===== config.mk =====
export PLATFORM = sky130hd
export DESIGN_NAME = cond_unit
export DESIGN_NICKNAME = d
export VERILOG_FILES = /design/src/rtl/cond_unit.sv
export SDC_FILE = /design/constraint.sdc
export NUM_CORES = 1
export LEC_CHECK = 0
export BUFFER_PORTS_ARGS = -buffer_cell sky130_fd_sc_hd__buf_2
export CAP_MARGIN = 10
export CELL_PAD_IN_SITES_DETAIL_PLACEMENT = 0
export CELL_PAD_IN_SITES_GLOBAL_PLACEMENT = 2
export CORE_AREA = 2 2 59 61
export CTS_CLUSTER_DIAMETER = 30
export CTS_CLUSTER_SIZE = 20
export DETAILED_ROUTE_END_ITERATION = 8
export DIE_AREA = 0 0 61 63
export PLACE_DENSITY_LB_ADDON = 0.1
export SETUP_SLACK_MARGIN = 0.4
export SYNTH_ARGS = -nofsm -noshare
export SYNTH_HDL_FRONTEND = slang
export SYNTH_SLANG_ARGS = --single-unit

===== constraint.sdc =====
create_clock -name clk -period 3 [get_ports clk]
set_clock_uncertainty 0.2 [all_clocks]
set_input_delay 0 -clock clk [delete_from_list [all_inputs] [get_ports clk]]
set_output_delay 0 -clock clk [all_outputs]
set_load 0.05 [all_outputs]

===== src/rtl/cond_unit.sv =====
// rtl/cond_unit.sv - condition evaluation, flag storage and EX/MEM control gating
//
// Purpose:
//   Holds the architectural {N,Z,C,V} flags. Evaluates the EX instruction's condition
//   field against the stored flags and gates the write/branch requests with the result.
//   Gated requests are registered into the MEM stage. Instructions squashed by a failed
//   condition are counted in a saturating counter.
//
// Ports:
//   clk, rst_n          clock, synchronous active-low reset
//   ex_valid            EX holds a real instruction
//   stall               freeze all state this cycle
//   flush               kill the EX instruction (acts as a bubble)
//   cond                4-bit condition code of the EX instruction
//   alu_flags           {N,Z,C,V} produced by the ALU for the EX instruction
//   flag_write          [1] writes N,Z  [0] writes C,V
//   pc_src_in, reg_write_in, mem_write_in   ungated control requests
//   cond_ex             combinational: condition passed and instruction is live
//   flags_q             stored {N,Z,C,V}
//   pc_src_m, reg_write_m, mem_write_m      registered gated controls
//   squash_cnt          saturating count of condition-failed instructions
module cond_unit #(
  parameter int CNT_W = 8
) (
  input  logic             clk,
  input  logic             rst_n,
  input  logic             ex_valid,
  input  logic             stall,
  input  logic             flush,
  input  logic [3:0]       cond,
  input  logic [3:0]       alu_flags,
  input  logic [1:0]       flag_write,
  input  logic             pc_src_in,
  input  logic             reg_write_in,
  input  logic             mem_write_in,
  output logic             cond_ex,
  output logic [3:0]       flags_q,
  output logic             pc_src_m,
  output logic             reg_write_m,
  output logic             mem_write_m,
  output logic [CNT_W-1:0] squash_cnt
);

  logic             flag_n, flag_z, flag_c, flag_v;
  logic             cond_pass;
  logic             live;
  logic [3:0]       flags_d;
  logic             pc_src_d, reg_write_d, mem_write_d;
  logic [CNT_W-1:0] cnt_q, cnt_d;

  assign {flag_n, flag_z, flag_c, flag_v} = flags_q;

  // Conditions look only at the stored flags; the ALU result of the current
  // instruction becomes visible to the following instruction.
  always_comb begin
    cond_pass = 1'b0;
    unique case (cond)
      4'b0000: cond_pass = flag_z;
      4'b0001: cond_pass = !flag_z;
      4'b0010: cond_pass = flag_c;
      4'b0011: cond_pass = !flag_c;
      4'b0100: cond_pass = flag_n;
      4'b0101: cond_pass = !flag_n;
      4'b0110: cond_pass = flag_v;
      4'b0111: cond_pass = !flag_v;
      4'b1000: cond_pass = flag_c && !flag_z;
      4'b1001: cond_pass = !flag_c || flag_z;
      4'b1010: cond_pass = (flag_n == flag_v);
      4'b1011: cond_pass = (flag_n != flag_v);
      4'b1100: cond_pass = !flag_z && (flag_n == flag_v);
      4'b1101: cond_pass = flag_z || (flag_n != flag_v);
      4'b1110: cond_pass = 1'b1;
      4'b1111: cond_pass = 1'b0;
      default: cond_pass = 1'b0;
    endcase
  end

  assign live    = ex_valid && !flush && !stall;
  assign cond_ex = live && cond_pass;

  always_comb begin
    flags_d     = flags_q;
    pc_src_d    = pc_src_m;
    reg_write_d = reg_write_m;
    mem_write_d = mem_write_m;
    cnt_d       = cnt_q;
    if (!stall) begin
      pc_src_d    = pc_src_in    && cond_ex;
      reg_write_d = reg_write_in && cond_ex;
      mem_write_d = mem_write_in && cond_ex;
      // N,Z and C,V halves are written independently.
      if (cond_ex && flag_write[1]) flags_d[3:2] = alu_flags[3:2];
      if (cond_ex && flag_write[0]) flags_d[1:0] = alu_flags[1:0];
      // Stall is already excluded here, so live && !cond_pass is a squash.
      if (live && !cond_pass && (cnt_q != {CNT_W{1'b1}})) begin
        cnt_d = cnt_q + CNT_W'(1);
      end
    end
  end

  always_ff @(posedge clk) begin
    if (!rst_n) begin
      flags_q     <= 4'b0000;
      pc_src_m    <= 1'b0;
      reg_write_m <= 1'b0;
      mem_write_m <= 1'b0;
      cnt_q       <= '0;
    end else begin
      flags_q     <= flags_d;
      pc_src_m    <= pc_src_d;
      reg_write_m <= reg_write_d;
      mem_write_m <= mem_write_d;
      cnt_q       <= cnt_d;
    end
  end

  assign squash_cnt = cnt_q;

endmodule


== Yosys cells after proc, flatten, opt, wreduce, memory -nomap -nowiden ==
Index checks and enable logic that the tools add are counted.

* Input port bits: 18
* Word-level logic and storage cells: 52
* Flip-flop bits (word level): 15
* Output and inout bits: 16

* Equal/unequal tests: 18
* Multiplexer cells: 1
* Reduce and logical (&&, ||, !) cells: 25
* Bitwise operators: 1
* $add $sub $neg: 1

{| class="wikitable"
|+ Operator list
! kind !! number
|-
| $eq 4x4->1 const B || 8
|-
| $eq 4x3->1 const B || 4
|-
| $pmux 1 s16 || 1
|-
| $logic_and 1x1->1 || 12
|-
| $add 8x1->8 const B || 1
|-
| $eq 4x2->1 const B || 2
|-
| $ne 8x8->1 const B || 1
|-
| $logic_not 1->1 || 7
|-
| $reduce_and 2->1 || 3
|-
| $eq 4x1->1 const B || 1
|-
| $logic_not 4->1 || 1
|-
| $logic_or 1x1->1 || 2
|-
| $eq 1x1->1 || 1
|-
| $ne 1x1->1 || 1
|-
| $not 1->1 || 1
|}

== Longest topological paths before layout ==
Gate-level depths: netlist (run 1).

* Depth in word-level cells: 7
* Mapped depth: 8
* Depth with buffers taken out: 6

== Least setup slack after synthesis (run 1) ==
Ideal clock, no wire load.

* Kind: register to register
* Start: reg flags_q[0]
* End: reg flags_q[0]
* Cell stages (with the launch flop): 8
* Slack: 0.404 ns
* Library setup time: 0.116 ns
* Arrival: 2.280 ns
* Period minus slack after synthesis: 2.596 ns
* Cells stage by stage: dfxtp_1 > mux4_2 > and2_1 > o21ai_0 > and3_2 > buf_4 > a21oi_1 > a41o_1

* Word-level cells in the longest chain between the ends: 6
* Elaborated cells between the ends (all ways): 9
* Classes of those cells: eq/ne (2); mux (1); reduce/logical (6)

{| class="wikitable"
|+ Ends and longest elaborated chain
! what !! line !! text
|-
| from (decl) || 37 || <nowiki>output logic [3:0] flags_q,</nowiki>
|-
| from (signal assigned) || 109 || <nowiki>flags_q <= flags_d;</nowiki>
|-
| $ne 1x1->1 / $eq 1x1->1 (equally long branches) || -- ||
|-
| $logic_or 1x1->1 / $logic_and 1x1->1 (equally long branches) || 71, 70 ||
|-
| $pmux 1 s16 (*) || 57 || <nowiki>unique case (cond)</nowiki>
|-
| $logic_and 1x1->1 (*) || 79 || <nowiki>assign cond_ex = live && cond_pass;</nowiki>
|-
| named net cond_ex || 36 || <nowiki>output logic cond_ex,</nowiki>
|-
| $logic_and 1x1->1 (*) || 93 || <nowiki>if (cond_ex && flag_write[0]) flags_d[1:0] = alu_flags[1:0];</nowiki>
|-
| $reduce_and 2->1 (no line) (*) || -- ||
|}

Mark *: on every way through the listed nets, which the timed path passes. The rest lies on a longest branch.
A chain may end at the register's enable or synchronous reset.

== Final worst setup path (run 1) ==
* Start: reg flags_q[0]
* End: out cond_ex

* Word-level cells in the longest chain between the ends: 4
* Elaborated cells between the ends (all ways): 7
* Classes of those cells: eq/ne (2); mux (1); reduce/logical (4)

{| class="wikitable"
|+ Ends and longest elaborated chain
! what !! line
|-
| $ne 1x1->1 / $eq 1x1->1 (equally long branches) || --
|-
| $logic_or 1x1->1 / $logic_and 1x1->1 (equally long branches) || 71, 70
|-
| $pmux 1 s16 (*) || 57
|-
| $logic_and 1x1->1 (*) || 79
|-
| to (decl) || 36
|}

Mark *: on every way between the ends. The rest lies on a longest branch, timed or not.

==> impl_results.md, run 1 <==
* Syn_nets at 105
* Min Clock Period, post-route at 2.41 ns
* Post-route ant nets at 0
* Vias in the first global route at 760
* Status: completed
* Top-Level Pins at 34
* Internal at 0.281 mW
* DR iter-0 viols at 11
* Final period util at 0.804
* Design Area, Final at 1120 µm²
* Placed cell count at 162
* Root Buffer: clkbuf_4
* Clk sink count at 15
* Cell Chain, Critical Path: mux4_2 -> and2_1 -> or3_1 -> and3_2 -> buf_2
* Post-CTS Setup Repair Bufs at 0
* Ant diodes at 0
* RSZ-0062 raised after global routing: no
* TritonCTS Buffers at 3
* WP data required at 2.80 ns
* Core area at 3230 µm²
* Pwr Total at 0.383 mW
* Setup TNS at 0 ns
* Total leakage power at 0.515 nW
* Clk_lat worst skew at 0.28 ns
* Synth Flop Type: dfxtp_1
* Worst path max stage delay at 0.46 ns
* Netlist cell types at 30
* Largest net degree at the start of global routing at 12
* Max-Cap Viols at 0
* Final WL at 1980 µm
* H-tree depth at 1
* Max Clk Rate at 415 MHz
* Die width at 61 µm
* Post-synth top cells: dfxtp_1 (15), nand2_1 (11), nor2_1 (8)
* First-pass GRT wire length at 3280 µm
* WS Path Type: flop to output port
* Worst path bufs/invs at 1
* Dpl cell area at 956 µm²
* IO buf count at 33
* Post-synth top area share at 0.401
* Final Max Slew Viols at 0
* Post-Syn Area at 749 µm²
* Max transition margin at 0.755
* Maximum VDD drop at 0.132 mV
* CTS clk-pin slew, worst paths at 0.09 ns
* Avg Cell Area, Syn at 8.71 µm²
* Setup violators final at 0
* DRC errors left at 0
* Net Sw Frac at 0.266
* Drt first pass iters at 2
* Clock buffer depth at 2
* Worst hold path type: primary input to flop
* Drt via density at 4.36
* # rows at 21
* CTS tree: built
* Worst-path fanout max at 10
* Detail Placement HPWL at 1530 µm
* Final hold vios at 0
* Area of the multi-input gates at 422 µm²
* Overall routing resource usage at 0.115
* Data arrival, critical path at 2.21 ns
* Register area share after synthesis at 0.401
* Pwr/cell area at 343 nW/µm²
* Die Y at 63 µm
* Crit-path slowest cell: mux4_2
* Yosys reg bits at 15
* Worst Tran Pin Value at 0.367 ns
* Logic pwr share at 0.155
* Area grow syn2layout at 48.9%
* Hold slack at 0.0182 ns
* Layout cell share with drive strength beyond 1 at 0.293
* GPL Wtd Cong at 0.736
* Sequential share of power at 0.531
* Ys Warns at 0
* Fillers at 368
* Die ar. at 3840 µm²
* Fin cells at 179
* Synth area leaders: dfxtp_1 (40%), nand2_1 (5.5%), mux2i_1 (5.3%), xnor2_1 (4.7%), nor2_1 (4.0%)
* Sw power at 0.102 mW
* Sequential standard cell area at 300 µm²
* Async set-reset flop share out of synthesis at 0
* Net count, final at 153
* WL/cell at 11.1 µm
* Initial antenna violation count at 0
* CP Launch Type: flop
* Cell taking the most area after synthesis: dfxtp_1
* Syn Inst Count at 86
* Cell family with most CP delay: simple AND/OR/NAND/NOR gates
* Crit end category: output port
* Count leader, synth: dfxtp_1
* Clk network pwr share at 0.314
* Post-synth EDFFs at 0
* Vias at 780
* Initial Utilization at 0.232
* Global route overflow at 0
==> cell usage in the layout, fill, tap and decap left out, types with 2 or more instances in the layout <==
cell type,instances
a211oi_1,3
nor2_1,8
nand4_1,3
inv_1,3
xor2_1,2
dfxtp_1,15
mux2i_1,4
o21ai_0,2
nand3_1,2
clkbuf_4,3
a22oi_1,3
a21oi_1,5
buf_2,33
dlygate4sd3_1,13
a41o_1,2
or3_1,3
nand2_1,11
xnor2_1,4
==> tightest hold or removal path, cell delays in order <==
cell	delay [ns]
buf_2	0.11
o21ai_2	0.10
a211oi_1	0.10
xnor2_1	0.13
nor2_1	0.03
==> layer usage <==
metal	global-route usage	routed length, µm	up-vias
met4	0.0571	15	0
li1	-	-	405
met2	0.184	981	21
met1	0.144	882	352
met5	0	0	-
met3	0.0186	99	2
==> kinds of logic (layout without fill, tap and decap cells) <==
| group | after synthesis | in the layout | share of synthesized area |
|---|---|---|---|
| and+or+nand+nor | 33 | 33 | 0.215 |
| adders and majority gates | 1 | 1 | 0.0167 |
| AOI/OAI and AO/OA | 19 | 19 | 0.172 |
| buffers and inverters | 7 | 54 | 0.0417 |
| xor gates and xnor gates | 6 | 6 | 0.0701 |
| DFF | 15 | 15 | 0.401 |
| muxes | 5 | 5 | 0.0835 |
==> through the flow <==
step           worst slack, ns   util
2_1_floorplan            0.404      -
3_3_place_gp             0.627  0.296
5_1_grt                  0.456  0.345
3_5_place_dp             0.620  0.296
4_1_cts                  0.548  0.344
6_report                 0.588  0.345
==> registers in the layout, summed over array words and instances, names as in the netlist <==
signal and count:
flags_q 4, mem_write_m 1, pc_src_m 1, reg_write_m 1
squash_cnt 8
==> power by group through the flow <==
stage / Clock (mW) / Combinational, mW / Sequential [mW]
after CTS: 0.127 / 0.0592 / 0.203
after global routing: 0.133 / 0.0660 / 0.204
after floorplan: 0 / 0.0206 / 0.215
after global placement: 0 / 0.0465 / 0.208
final: 0.120 / 0.0593 / 0.203
after detailed placement: 0 / 0.0461 / 0.208
==> final timing paths <==
| kind | slack, ns | cells after the start | end | startpoint |
|---|---|---|---|---|
| min reg2reg | 0.31 | 2 | squash_cnt[5] | squash_cnt[5] |
| max reg2reg | 0.64 | 6 | squash_cnt[5] | flags_q[0] |
| min | 0.02 | 5 | squash_cnt[4] | cond[0] |
| max | 0.59 | 5 | cond_ex | flags_q[0] |
==> repair_timing <==
| action | in CTS | in global routing |
|---|---|---|
| setup endpoints to repair | 1 | 1 |
| hold endpoints to repair | 14 | 0 |
| pin swaps | 0 | 0 |
| hold buffers | 13 | 0 |
| gates resized for setup | 1 | 1 |
==> layout make-up <==
type | count | share of cell area
Multi-Input combinational cell | 64 | 0.378
Sequential cell | 15 | 0.269
Tap cell | 46 | 0.0516
Clock buffer | 4 | 0.0235
Timing Repair Buffer | 46 | 0.265
Inverter | 4 | 0.0135
Note: power is estimated with default switching activity, not from simulation.
==> inputs of run 2 (changes only) <==
Clock period 3 ns to 2.5 ns, I/O delays scaled along.
==> impl_results.md, run 2 (synthesis results as in run 1) <==
* Internal at 0.343 mW (+22%)
* Most frequent cells in the layout: buf_2 (32), dlygate4sd3_1 (15), dfxtp_1 (11), nand2_1 (9), nor2_1 (8)
* CTS tree: built
* Data arrival, critical path at 2.29 ns (+0.08 ns)
* Final period util at 0.907
* Cell Chain, Critical Path: mux4_2 -> and2_4 -> or3_4 -> a21o_1 -> or3_1 -> a21oi_1
* Status: completed
* Total leakage power at 0.587 nW (+14%)
* R2r endpoint: squash_cnt[5]
* Cell family with most CP delay: simple AND/OR/NAND/NOR gates
* Ant diodes at 0 (unchanged)
* Commonest non-fill, non-tap cell in the layout: buf_2
* Crit-path slowest cell: mux4_2
* Layout cell share with drive strength beyond 1 at 0.413 (+0.119)
* RSZ-0062 raised after global routing: yes
* Die ar. at 3840 µm² (unchanged)
* Die Y at 63 µm (unchanged)
* DRC errors left at 0 (unchanged)
* Worst-path fanout max at 6 (-4)
* Area grow syn2layout at 69.9%
* R2R Setup Slk at 0.23 ns (-0.41 ns)
* First-pass GRT wire length at 3710 µm (+13%)
* Crit end category: flop
* Clk network pwr share at 0.304 (-0.010)
* Detail Placement HPWL at 1500 µm (-1.5%)
* Core area at 3230 µm² (unchanged)
* Worst path max stage delay at 0.46 ns (about the same)
* Final WL at 2230 µm (+13%)
* Max transition margin at 0.738 (-0.0174)
* Global route overflow at 0 (unchanged)
* Hold Path Cell Cnt at 5 (unchanged)
* Top-Level Pins at 34 (unchanged)
* WL/cell at 11.8 µm (+6.8%)
* Vias in the first global route at 819 (+7.8%)
* R2R cell count at 6 (unchanged)
* WS Path Type: flop to flop
* Max-Cap Viols at 0 (unchanged)
* Max Clk Rate at 441 MHz
* Net count, final at 163 (+6.5%)
* Final Max Slew Viols at 0 (unchanged)
* GPL Wtd Cong at 0.659 (-11%)
* WP data required at 2.52 ns (-0.28 ns)
* Final hold vios at 0 (unchanged)
* Worst path bufs/invs at 0 (-1)
* Die width at 61 µm (unchanged)
* CTS clk-pin slew, worst paths at 0.09 ns (about the same)
* Worst r2r src: flags_q[0]
* Largest net degree at the start of global routing at 12 (unchanged)
* Drt first pass iters at 4 (+2)
* Worst Tran Pin Value at 0.393 ns (+0.0253 ns)
* DR iter-0 viols at 22 (+11)
* Setup violators final at 0 (unchanged)
* Largest register FFs at 8 (unchanged)
* Min Clock Period, post-route at 2.27 ns
* Vias at 835 (+7.1%)
* Clk_lat worst skew at 0.28 ns (about the same)
* Overall routing resource usage at 0.127 (+0.0118)
* Clk sink count at 15 (unchanged)
* Maximum VDD drop at 0.170 mV (+29%)
* CP Launch Type: flop
* Initial antenna violation count at 0 (unchanged)
* IO buf count at 33 (unchanged)
* # rows at 21 (unchanged)
* TritonCTS Buffers at 3 (unchanged)
* H-tree depth at 1 (unchanged)
* Pwr Total at 0.470 mW (+23%)
* Logic pwr share at 0.186 (+0.031)
* Worst hold path type: primary input to flop
* Root Buffer: clkbuf_4
* Net Sw Frac at 0.270 (+0.00464)
* Pwr/cell area at 369 nW/µm² (+7.5%)
* Sequential share of power at 0.511 (-0.020)
* Initial Utilization at 0.232 (unchanged)
* Hold path startpoint: cond[0]
* Clock buffer depth at 2 (unchanged)
* Post-route ant nets at 0 (unchanged)
* Setup TNS at 0 ns (unchanged)
* Drt via density at 4.42 (+1.4%)
* Worst Hold End: squash_cnt[6]
* Sw power at 0.127 mW (+25%)
## run 2: cell types whose count changed in the layout (fill, tap and decap cells not counted), sizes merged
| cell | previous run | this run |
|---|---|---|
| buf | 33 | 41 |
| dlygate4sd3 | 13 | 15 |
## run 2: repair_timing
item,CTS,global route
buffers inserted,6,1
hold buffers,15,0
pin swaps,3,3
setup endpoints to repair,16,16
gates resized for setup,5,3
endpoints found under the hold margin,11,0
gates cloned,0,0
## run 2: through the flow
| stage | hold WS (ns) | util | cells | worst slack (ns) | cell area, µm² |
|---|---|---|---|---|---|
| floorplan | -0.0717 | - | 86 | 0.165 | 813 |
| global placement | 0.0361 | 0.314 | 163 | 0.181 | 1010 |
| detailed placement | 0.0427 | 0.314 | 163 | 0.159 | 1010 |
| CTS | 0.000641 | 0.388 | 188 | 0.225 | 1250 |
| global route | 0.0554 | 0.394 | 189 | 0.167 | 1270 |
| finish | 0.0342 | 0.394 | 189 | 0.231 | 1270 |
## run 2: final cells by class
cell class | instances | area, µm²
Clock buffer | 4 | 26.3
Timing Repair Buffer | 56 | 393
Tap cell | 46 | 57.6
Fill cell | 325 | 1960
Multi-Input combinational cell | 64 | 467
Sequential cell | 15 | 315
Inverter | 4 | 15.0
## run 2: how the worst max path moves through the flow
stage | startpoint | to | cells after the start
6_report | flags_q[0] | squash_cnt[5] | 6
5_1_grt | flags_q[0] | squash_cnt[7] | 6
4_1_cts | flags_q[0] | squash_cnt[5] | 6
3_5_place_dp | flags_q[0] | squash_cnt[5] | 6
3_3_place_gp | flags_q[0] | squash_cnt[7] | 6
2_1_floorplan | flags_q[0] | squash_cnt[3] | 7
## run 2: power by group through the flow
stage	Clock (mW)	Sequential (mW)	Combinational [mW]
CTS	0.150	0.240	0.0847
global placement	0	0.246	0.0628
floorplan	0	0.255	0.0289
detailed placement	0	0.246	0.0617
finish	0.143	0.240	0.0872
global route	0.162	0.241	0.0943
## run 2: routing by layer
metal	part of all wire	GRT usage	wire length, µm	vias up
li1	-	-	-	422
met1	0.47	0.181	1060	392
met2	0.48	0.191	1080	19
met3	0.035	0.0269	79	2
met4	0.0054	0.0326	12	0
met5	0	0	0	-
## run 2: tightest hold or removal path, delay by kind of cell
family	cells	cell delay, ns
AND/OR/NAND/NOR	2	0.19
XOR/XNOR	1	0.13
buffers and inverters	1	0.09
AO/OA/AOI/OAI	1	0.09
==> inputs of run 3 (changes only) <==
Settings changed: ABC_AREA from default to 1, CORE_AREA 2 2 59 61 to 2 2 65 67, DIE_AREA 0 0 61 63 to 0 0 67 69.
==> impl_results.md, run 3 <==
* Max Clk Rate at 538 MHz (+22%)
* Cell taking the most area after synthesis: dfxtp_1
* Vias at 971 (+16%)
* Net count, final at 206 (+26%)
* Post-Syn Area at 913 µm² (+22%)
* Post-synth EDFFs at 0 (unchanged)
* Hold Path Cell Cnt at 4 (-1)
* Initial antenna violation count at 0 (unchanged)
* Clock buffer depth at 2 (unchanged)
* Commonest non-fill, non-tap cell in the layout: nand2_1
* Final hold vios at 0 (unchanged)
* GPL Wtd Cong at 0.786 (+19%)
* Netlist cell types at 23 (-23%)
* Setup TNS at 0 ns (unchanged)
* Post-CTS Setup Repair Bufs at 0 (-6)
* CP Launch Type: flop
* Layout cell share with drive strength beyond 1 at 0.280 (-0.133)
* Count leader, synth: nand2_1
* Ys Warns at 0 (unchanged)
* Worst hold path type: primary input to flop
* First-pass GRT wire length at 4360 µm (+18%)
* CTS tree: built
* Clk sink count at 15 (unchanged)
* Async set-reset flop share out of synthesis at 0 (unchanged)
* Largest net degree at the start of global routing at 10 (-2)
* WP data required at 2.30 ns (-0.22 ns)
* Min Clock Period, post-route at 1.86 ns (-0.409 ns)
* Most frequent cells in the layout: nand2_1 (45), buf_2 (32), nor2_1 (20), nand3_1 (12), dfxtp_1 (11)
* R2R Setup Slk at 0.65 ns (+0.42 ns)
* Drt first pass iters at 4 (unchanged)
* Sw power at 0.160 mW (+26%)
* Total leakage power at 0.642 nW (+9.5%)
* Worst Tran Pin Value at 0.429 ns (+0.0362 ns)
* Avg Cell Area, Syn at 6.57 µm² (-25%)
* Max-Cap Viols at 0 (unchanged)
* Maximum VDD drop at 0.249 mV (+47%)
* Area grow syn2layout at 42.2%
* Syn Inst Count at 139 (+62%)
* Die ar. at 4620 µm² (+20%)
* Vias in the first global route at 975 (+19%)
* Fin cells at 236 (+25%)
* Critical Path Sink: cond_ex
* Yosys reg bits at 15 (unchanged)
* DR iter-0 viols at 20 (-9.1%)
* R2r endpoint: squash_cnt[1]
* Crit end category: output port
* WL/cell at 10.4 µm (-12%)
* # rows at 23 (+9.5%)
* DRC errors left at 0 (unchanged)
* Initial Utilization at 0.233 (+0.00148)
* Largest register FFs at 8 (unchanged)
* WS Path Type: flop to output port
* Die width at 67 µm (+9.8%)
* H-tree depth at 1 (unchanged)
* IO buf count at 33 (unchanged)
* Detail Placement HPWL at 1950 µm (+30%)
* Worst r2r src: squash_cnt[0]
* RSZ-0062 raised after global routing: no
* Final WL at 2460 µm (+10%)
* Data arrival, critical path at 1.66 ns (-0.63 ns)
* Pwr/cell area at 429 nW/µm² (+16%)
* CP startpoint: flags_q[0]
* TritonCTS Buffers at 3 (unchanged)
* Sequential share of power at 0.444 (-0.067)
* Logic pwr share at 0.200 (+0.014)
* Status: completed
* Setup violators final at 0 (unchanged)
* Ant diodes at 0 (unchanged)
* Max transition margin at 0.713 (-0.0245)
* Synth area leaders: dfxtp_1 (33%), nand2_1 (18%), nor2_1 (8.2%), nand3_1 (6.6%), xor2_1 (5.8%)
* Post-synth top area share at 0.329 (-0.0719)
* Root Buffer: clkbuf_8
* Clk_lat worst skew at 0.25 ns (-0.03 ns)
* Drt via density at 4.11 (-6.9%)
* Top-Level Pins at 34 (unchanged)
* Final period util at 0.744 (-0.164)
* Die Y at 69 µm (+9.5%)
* Post-route ant nets at 0 (unchanged)
* Net Sw Frac at 0.288 (+0.0174)
* Post-synth top cells: nand2_1 (45), nor2_1 (20), dfxtp_1 (15)
* Syn_nets at 158 (+50%)
* Global route overflow at 0 (unchanged)
* Placed cell count at 222 (+36%)
* Overall routing resource usage at 0.119 (-0.00806)
* Final Max Slew Viols at 0 (unchanged)
* Worst-path fanout max at 8 (+2)
* CTS clk-pin slew, worst paths at 0.06 ns (-0.03 ns)
* R2R cell count at 8 (+2)
* Internal at 0.397 mW (+16%)
* Register area share after synthesis at 0.329 (-0.0719)
* Clk network pwr share at 0.356 (+0.052)
* Synth Flop Type: dfxtp_1
* Core area at 3910 µm² (+21%)
-- run 3: layer usage --
metal / part of all wire / vias to the layer above / GRT usage
li1: - / 541 / -
met2: 0.45 / 22 / 0.191
met5: 0 / - / 0
met3: 0.051 / 2 / 0.0245
met1: 0.49 / 406 / 0.157
met4: 0.0081 / 0 / 0.0340
-- run 3: power groups by stage --
stage	clock network (mW)	registers, mW	logic, mW
final	0.198	0.247	0.112
after global routing	0.222	0.248	0.125
after CTS	0.209	0.247	0.113
after detailed placement	0	0.253	0.101
after global placement	0	0.253	0.100
after floorplan	0	0.266	0.0536
-- run 3: cell families (layout without fill, tap and decap cells) --
logic type,Yosys count,after routing,synth area share
AOI/OAI and AO/OA,16,16,0.0959
xor gates and xnor gates,6,6,0.0575
adders and majority gates,1,1,0.0137
buffers and inverters,13,60,0.0548
DFF,15,15,0.329
and+or+nand+nor,88,88,0.449
-- run 3: cell type report --
class	count	area, µm²
fill	449	2620
multi-input combinational	111	563
sequential	15	305
timing repair buffer	43	272
tap	50	62.6
inverter	13	50.0
clock buffer	3	41.3
clock inverter	1	5.00
-- run 3: worst max-delay path: stages, from the launching register on --
cell	delay, ns
dfxtp_2	0.35
inv_1	0.08
nand2_1	0.08
nand2_1	0.08
o21ai_1	0.12
nand2_1	0.06
nand3_1	0.09
nand2_2	0.06
nand2_4	0.09
nand2_8	0.08
nor2_4	0.14
buf_6	0.17
-- run 3: how the worst min path moves through the flow --
| stage | from | end | slack [ns] |
|---|---|---|---|
| 6_report | flag_write[0] | flags_q[1] | 0.003 |
| 5_1_grt | flag_write[0] | flags_q[1] | 0.05 |
| 4_1_cts | flag_write[0] | flags_q[1] | 0.02 |
| 3_5_place_dp | alu_flags[1] | flags_q[1] | 0.03 |
| 3_3_place_gp | alu_flags[0] | flags_q[0] | 0.03 |
| 2_1_floorplan | rst_n | flags_q[3] | -0.09 |
-- run 3: per-stage QoR --
step            util  cell area, µm²  hold WS, ns  power [mW]  setup slack [ns]
2_1_floorplan      -             918      -0.0869       0.319             0.432
3_3_place_gp   0.293            1150       0.0304       0.353             0.722
3_5_place_dp   0.293            1150       0.0302       0.353             0.635
4_1_cts        0.330            1290       0.0209       0.570             0.515
5_1_grt        0.332            1300       0.0520       0.594             0.424
6_report       0.332            1300      0.00330       0.557             0.640
-- run 3: repair_timing --
action / CTS / global route
hold buffers: 10 / 0
gates resized for setup: 0 / 3
endpoints found under the setup margin: 0 / 1
hold endpoints to repair: 13 / 0
